--- src/rtl/button_debouncer_pkg.sv ---
// rtl/button_debouncer_pkg.sv - shared types and constants for the button debouncer
//
// Contents:
//   SYNC_STAGES    number of flops in the pad-input synchroniser
//   state_t        debounce FSM state encoding (2 bits)
//   counter_width  width helper for the stability and repeat counters

package button_debouncer_pkg;

    localparam int SYNC_STAGES = 2;

    typedef enum logic [1:0] {
        IDLE         = 2'd0,
        PRESS_WAIT   = 2'd1,
        PRESSED      = 2'd2,
        RELEASE_WAIT = 2'd3
    } state_t;

    // $clog2 of the period, never less than one bit (a disabled repeat
    // period of 0 still gets a 1-bit counter).
    function automatic int counter_width(input int n);
        return (n <= 2) ? 1 : $clog2(n);
    endfunction

endpackage

--- src/rtl/sync_2ff.sv ---
// rtl/sync_2ff.sv - two-flop synchroniser for asynchronous pad inputs
//
// Ports:
//   clk      in   system clock, rising edge
//   reset_n  in   asynchronous active-low reset, clears all stages to 0
//   d        in   asynchronous input
//   q        out  input synchronised to clk

module sync_2ff
    import button_debouncer_pkg::*;
(
    input  logic clk,
    input  logic reset_n,
    input  logic d,
    output logic q
);

    logic [SYNC_STAGES-1:0] stages;

    always_ff @(posedge clk or negedge reset_n) begin
        if (!reset_n) begin
            stages <= '0;
        end else begin
            stages <= {stages[SYNC_STAGES-2:0], d};
        end
    end

    assign q = stages[SYNC_STAGES-1];

endmodule

--- src/rtl/button_debouncer.sv ---
// rtl/button_debouncer.sv - synchronise, debounce and edge-detect a push button
//
// Parameters:
//   STABLE_CYCLES  samples at the new level needed to accept a transition (2..65535)
//   REPEAT_CYCLES  auto-repeat period while held; 0 disables (else 2..65535)
//
// Ports:
//   clk            in   system clock, rising edge
//   reset_n        in   asynchronous active-low reset
//   btn_raw        in   raw, bouncing, asynchronous pad input (active high)
//   btn_level      out  debounced level
//   press_pulse    out  one-cycle pulse on accepted press and each auto-repeat
//   release_pulse  out  one-cycle pulse on accepted release

module button_debouncer
    import button_debouncer_pkg::*;
#(
    parameter int STABLE_CYCLES = 16,
    parameter int REPEAT_CYCLES = 0
)
(
    input  logic clk,
    input  logic reset_n,
    input  logic btn_raw,
    output logic btn_level,
    output logic press_pulse,
    output logic release_pulse
);

    localparam int CW = counter_width(STABLE_CYCLES);
    localparam int RW = counter_width(REPEAT_CYCLES);
    localparam bit REPEAT_EN = (REPEAT_CYCLES != 0);
    localparam logic [CW-1:0] CNT_LAST = CW'(STABLE_CYCLES - 1);
    localparam logic [RW-1:0] RPT_LAST = REPEAT_EN ? RW'(REPEAT_CYCLES - 1) : '0;

    if (STABLE_CYCLES < 2 || STABLE_CYCLES > 65535) begin : g_bad_stable
        $error("button_debouncer: STABLE_CYCLES must be in 2..65535");
    end

    if (REPEAT_CYCLES != 0 && (REPEAT_CYCLES < 2 || REPEAT_CYCLES > 65535)) begin : g_bad_repeat
        $error("button_debouncer: REPEAT_CYCLES must be 0 or in 2..65535");
    end

    logic            sync_q;
    state_t          state_q;
    state_t          state_d;
    logic [CW-1:0]   cnt_q;
    logic [CW-1:0]   cnt_d;
    logic [RW-1:0]   rpt_q;
    logic [RW-1:0]   rpt_d;
    logic            level_d;
    logic            press_d;
    logic            release_d;

    sync_2ff u_sync (
        .clk     (clk),
        .reset_n (reset_n),
        .d       (btn_raw),
        .q       (sync_q)
    );

    always_ff @(posedge clk or negedge reset_n) begin
        if (!reset_n) begin
            state_q       <= IDLE;
            cnt_q         <= '0;
            rpt_q         <= '0;
            btn_level     <= 1'b0;
            press_pulse   <= 1'b0;
            release_pulse <= 1'b0;
        end else begin
            state_q       <= state_d;
            cnt_q         <= cnt_d;
            rpt_q         <= rpt_d;
            btn_level     <= level_d;
            press_pulse   <= press_d;
            release_pulse <= release_d;
        end
    end

    // The window counter is compared before it is incremented and cleared
    // on every state change, so it never needs to hold STABLE_CYCLES itself.
    always_comb begin
        state_d   = state_q;
        cnt_d     = cnt_q;
        rpt_d     = rpt_q;
        level_d   = btn_level;
        press_d   = 1'b0;
        release_d = 1'b0;

        unique case (state_q)
            IDLE: begin
                if (sync_q) begin
                    state_d = PRESS_WAIT;
                    cnt_d   = CW'(1);
                end
            end

            PRESS_WAIT: begin
                if (!sync_q) begin
                    state_d = IDLE;
                    cnt_d   = '0;
                end else if (cnt_q == CNT_LAST) begin
                    state_d = PRESSED;
                    cnt_d   = '0;
                    rpt_d   = '0;
                    level_d = 1'b1;
                    press_d = 1'b1;
                end else begin
                    cnt_d = cnt_q + CW'(1);
                end
            end

            PRESSED: begin
                if (!sync_q) begin
                    state_d = RELEASE_WAIT;
                    cnt_d   = CW'(1);
                end else if (REPEAT_EN) begin
                    if (rpt_q == RPT_LAST) begin
                        press_d = 1'b1;
                        rpt_d   = '0;
                    end else begin
                        rpt_d = rpt_q + RW'(1);
                    end
                end
            end

            RELEASE_WAIT: begin
                // A bounce back to 1 returns to PRESSED silently and restarts
                // the repeat period from zero.
                if (sync_q) begin
                    state_d = PRESSED;
                    cnt_d   = '0;
                    rpt_d   = '0;
                end else if (cnt_q == CNT_LAST) begin
                    state_d   = IDLE;
                    cnt_d     = '0;
                    level_d   = 1'b0;
                    release_d = 1'b1;
                end else begin
                    cnt_d = cnt_q + CW'(1);
                end
            end

            default: begin
                state_d = IDLE;
                cnt_d   = '0;
                rpt_d   = '0;
            end
        endcase
    end

endmodule

--- config.mk ---
export PLATFORM = sky130hd
export DESIGN_NAME = button_debouncer
export DESIGN_NICKNAME = d
export VERILOG_FILES = /design/src/rtl/button_debouncer_pkg.sv /design/src/rtl/sync_2ff.sv /design/src/rtl/button_debouncer.sv
export SDC_FILE = /design/constraint.sdc
export NUM_CORES = 1
export LEC_CHECK = 0
export CAP_MARGIN = 10
export CELL_PAD_IN_SITES_DETAIL_PLACEMENT = 1
export CELL_PAD_IN_SITES_GLOBAL_PLACEMENT = 1
export CORE_UTILIZATION = 35
export CTS_CLUSTER_DIAMETER = 60
export CTS_CLUSTER_SIZE = 12
export DETAILED_ROUTE_END_ITERATION = 7
export PLACE_DENSITY = 0.63
export SYNTH_ARGS = -nofsm -noshare
export SYNTH_HDL_FRONTEND = slang
export SYNTH_SLANG_ARGS = --single-unit
--- constraint.sdc ---
create_clock -name clk -period 3.4 [get_ports clk]
set_input_delay 0.68 -clock clk [delete_from_list [all_inputs] [get_ports clk]]
set_output_delay 0.68 -clock clk [all_outputs]
set_load 0.005 [all_outputs]
After elaboration in Yosys (flattened, before gate mapping)
Index checks and enable logic that the tools add are counted.

word-level totals
  register bits after elaboration = 11
  input bits = 3
  output and inout bits = 3
  word-level logic and storage cells = 47

cells by class
  add/subtract/negate cells = 1
  equal/unequal tests = 12
  multiplexer cells = 23
  reduce and logical (&&, ||, !) cells = 5

operator list
  kind                                                    number
  two-way mux 4 bit                                       5
  case mux 4 bit (4 select lines)                         1
  two-way mux 2 bit                                       6
  two-way mux 1 bit                                       9
  inequality test 2 bit (second input constant)           4
  case mux 2 bit (4 select lines)                         1
  AND reduction 5 bit                                     1
  adder 4 x 1 -> 4 bit (second input constant)            1
  equality test 2 bit (second input constant)             2
  equality test 4 bit (second input constant)             1
  inequality test 2 x 1 -> 1 bit (second input constant)  2
  AND reduction 4 bit                                     1
  inequality test 3 x 2 -> 1 bit (second input constant)  1
  inequality test 3 bit (second input constant)           1
  equality test 2 x 1 -> 1 bit (second input constant)    1
  zero test 2 bit                                         1
  case mux 1 bit (2 select lines)                         1
  AND reduction 2 bit                                     1
  nonzero test 2 bit                                      1

Logic depth before layout (Yosys ltp)
  depth in word-level cells = 4
  gate-level depth with buffers = 4
  gate-level depth less buffers = 4

Cells and area by module
A second synthesis with hierarchy kept.

unflattened totals
  cells, all modules = 43
  area total of the unflattened synthesis = 473.0 µm²

modules (own cells, without submodules)
  module            instances  cells each  area each (µm²)  seq. area each (µm²)
  button_debouncer  1          41          422.9            225.2
  sync_2ff          1          2           50.0             50.0

Worst setup path before layout
OpenSTA, ideal clock, no wires.

  path kind = register to register
  start = register cnt_q[0]
  end = register (tool-made name)
  data arrival time = 1.145 ns
  required time = 3.275 ns
  slack = 2.131 ns
  cell stages (with the launch flop) = 4
  clock period less this slack = 1.269 ns
  cell sequence = dfrtp_1 ha_1 nand4_1 mux2_2

RTL lines
  what                    RTL line                source
  start, declared         button_debouncer.sv:47  logic [CW-1:0] cnt_q;
  start signal, assigned  button_debouncer.sv:72  cnt_q <= cnt_d;

Final worst setup path
  start = register btn_level
  end = output btn_level

RTL lines
  what                    RTL line                source
  start, declared         button_debouncer.sv:25  output logic btn_level,
  start signal, assigned  button_debouncer.sv:74  btn_level <= level_d;

No word-level cell between the ends.

==> results.yml <==
run_status:
  status: "finished clean"
floorplanning:
  fp.dieW_um: 38.91
  rows: 12
  initial_core_util: 0.4019
  ios: 6
  core_mm2: 0.001186
  die_y_um: 38.91
  dieArea_mm2: 0.001514
sta:
  hold_viol_final: 0
  fmax_ghz: 0.5440
  maxSlewHeadroom: 0.6802
  clock_skew_ns: 0.005382
  tns_ns: 0
  fin_crit_ns: 1.838
  min_period_over_period: 0.5406
  max_slew.worst_pin.slew_ns: 0.4782
  slew_violations: 0
  worst_hold_slack_ns: 0.3627
  rsz0062_at_grt: "false"
  setup_violations: 0
  setup_ws_ns: 1.562
global_routing:
  grt_max_degree: 12
  overflow: 0
  grt_pass1_vias: 335
  antenna_found_initial: 0
  gr-usage-all-layers: 0.1726
  grt_first_pass_wirelength_um: 1573
placed_design:
  hpwl_um: 673.6
  gp_congestion: 0.7096
  port_buffers: 5
  place_inst: 57
  place_ws_ns: 1.861
critical_path:
  worstPathRequired_ns: 2.72
  crit_fanout: 3
  r2r_start: "cnt_q[0]"
  cp.arrival_ns: 1.16
  crit_path_cell_trace: "clkdlybuf4s50_1"
  endpoint_kind: "primary output"
  slowest_stage: "clkdlybuf4s50_1"
  startpoint_type: "register"
  critPathLaunch: "btn_level"
  slowest_delay_ns: 0.51
  path_buf_inv: 1
  crit_type: "reg2out"
  r2r_slack_ns: 2.00
  crit_family: "buffers and inverters"
route:
  vias_per_cell: 5.541
  ant_nets: 0
  drtPass1Iterations: 2
  drc: 0
  drtIter0Drc: 3
  drt_wl_total_um: 975
  vias: 338
  wl_per_cell_um: 15.98
layout:
  layout-drive-gt1-share: 0.2128
  n_antenna_cell: 0
  post_layout_nonfiller_instances: 61
  final_cell_mix: "11 x dfrtp_1, 5 x clkdlybuf4s50_1, 3 x inv_1, 3 x nand2_1, 3 x clkbuf_4"
  mostFrequentLayoutCell: "dfrtp_1"
  nets: 52
  syn2layout_area_growth_pct: 19.69
logic_synthesis:
  yosys_most_used_dff: "dfrtp_1"
  ys_seq_area_frac: 0.5774
  netlist_area_um2: 476.7
  synth.distinct_cells: 22
  synth_warnings: 0
  synth_edf_count: 0
  ys_ff_latch: 11
  synthArstFlopShare: 1.000
  syn_nets: 42
  synth.avg_cell_area_um2: 12.54
  synth_cells: 38
hold_path:
  hp-class: "reg2reg"
  worstHoldStart: "u_sync.stages[0]"
cts:
  cts_tree: "yes"
  root_buffer: "clkbuf_4"
  post_cts_buffers: 0
  cts_hold_buffers: 0
  clock-sinks: 11
  clk_pin_slew_worst_paths_ns: 0.08
  cts_htree_levels: 1
  numCtsBuffers: 3
  cts_resized: 0
  insertion_delay_ns: 0.28
  clockBufferDepth: 2
flow_run:
  drv_cap: 0
pwr:
  leakage_nw: 0.2607
  peakVddDrop_v: 0.0002082
  pwr_density_cell_mw_per_mm2: 456.1
==> final cells by class <==
type                            count  area, µm²
Sequential cell                    11      275.3
Clock buffer                        4      26.28
Timing Repair Buffer                5      50.05
Tap cell                           14      17.52
Multi-Input combinational cell     24      190.2
Inverter                            3      11.26
Fill cell                         122      615.6
==> Yosys cell counts, drive strengths merged, types with 2 or more instances <==
cell | n | area share
inv | 3 | 0.024
nor2 | 2 | 0.021
dfrtp | 11 | 0.58
nand2 | 3 | 0.024
o2bb2ai | 2 | 0.037
and4b | 2 | 0.042
==> registers in the layout, summed over array words and instances (netlist names), named ones only <==
register       count
cnt_q              4
press_pulse        1
u_sync.stages      2
release_pulse      1
btn_level          1
state_q            1
==> metrics by stage <==
| stage | util | cell area, µm² | total power (W) |
|---|---|---|---|
| floorplan | - | 476.7 | 0.0001579 |
| global placement | 0.4589 | 544.3 | 0.0001652 |
| detailed placement | 0.4589 | 544.3 | 0.0001678 |
| CTS | 0.4810 | 570.5 | 0.0002640 |
| global route | 0.4810 | 570.5 | 0.0002716 |
| finish | 0.4810 | 570.5 | 0.0002602 |
==> worst reg2reg max path: cells and delay by family (launching register included) <==
kind / cells / cell delay [ns]
fa+ha+maj: 1 / 0.26
simple gates: 1 / 0.23
flops: 1 / 0.43
mux: 1 / 0.37
==> layer usage <==
| metal | vias to the layer above | track usage | wire length, µm |
|---|---|---|---|
| met1 | 174 | 0.1754 | 403 |
| met2 | 8 | 0.2917 | 506 |
| li1 | 154 | - | - |
| met3 | 2 | 0.05202 | 43 |
| met5 | - | 0 | 0 |
| met4 | 0 | 0.1293 | 22 |
==> worst paths after layout <==
kind	end	depth (start not counted)
max reg2reg	register	3
max	btn_level	1
min	u_sync.stages[1]	0
max in group asynchronous	state_q[0]	1
min reg2reg	u_sync.stages[1]	0
min in group asynchronous	cnt_q[3]	1
==> cell families (layout without fill, tap and decap cells) <==
logic type,Yosys count,after routing,share of synthesized area
buf+inv,3,12,0.02362
fa+ha+maj,1,1,0.02624
flops,11,11,0.5774
compound gates,7,7,0.1129
xor+xnor,1,1,0.03413
simple gates,14,14,0.2021
mux,1,1,0.02362
==> power breakdown <==
group          leakage (nW)   total, W  internal (W)  switching [W]
logic                 0.108  0.0000212     0.0000101      0.0000110
registers             0.138   0.000144      0.000137     0.00000776
clock network        0.0150  0.0000947     0.0000455      0.0000492
total                 0.261   0.000260      0.000192      0.0000680
Note: power is estimated with default switching activity, not from simulation.
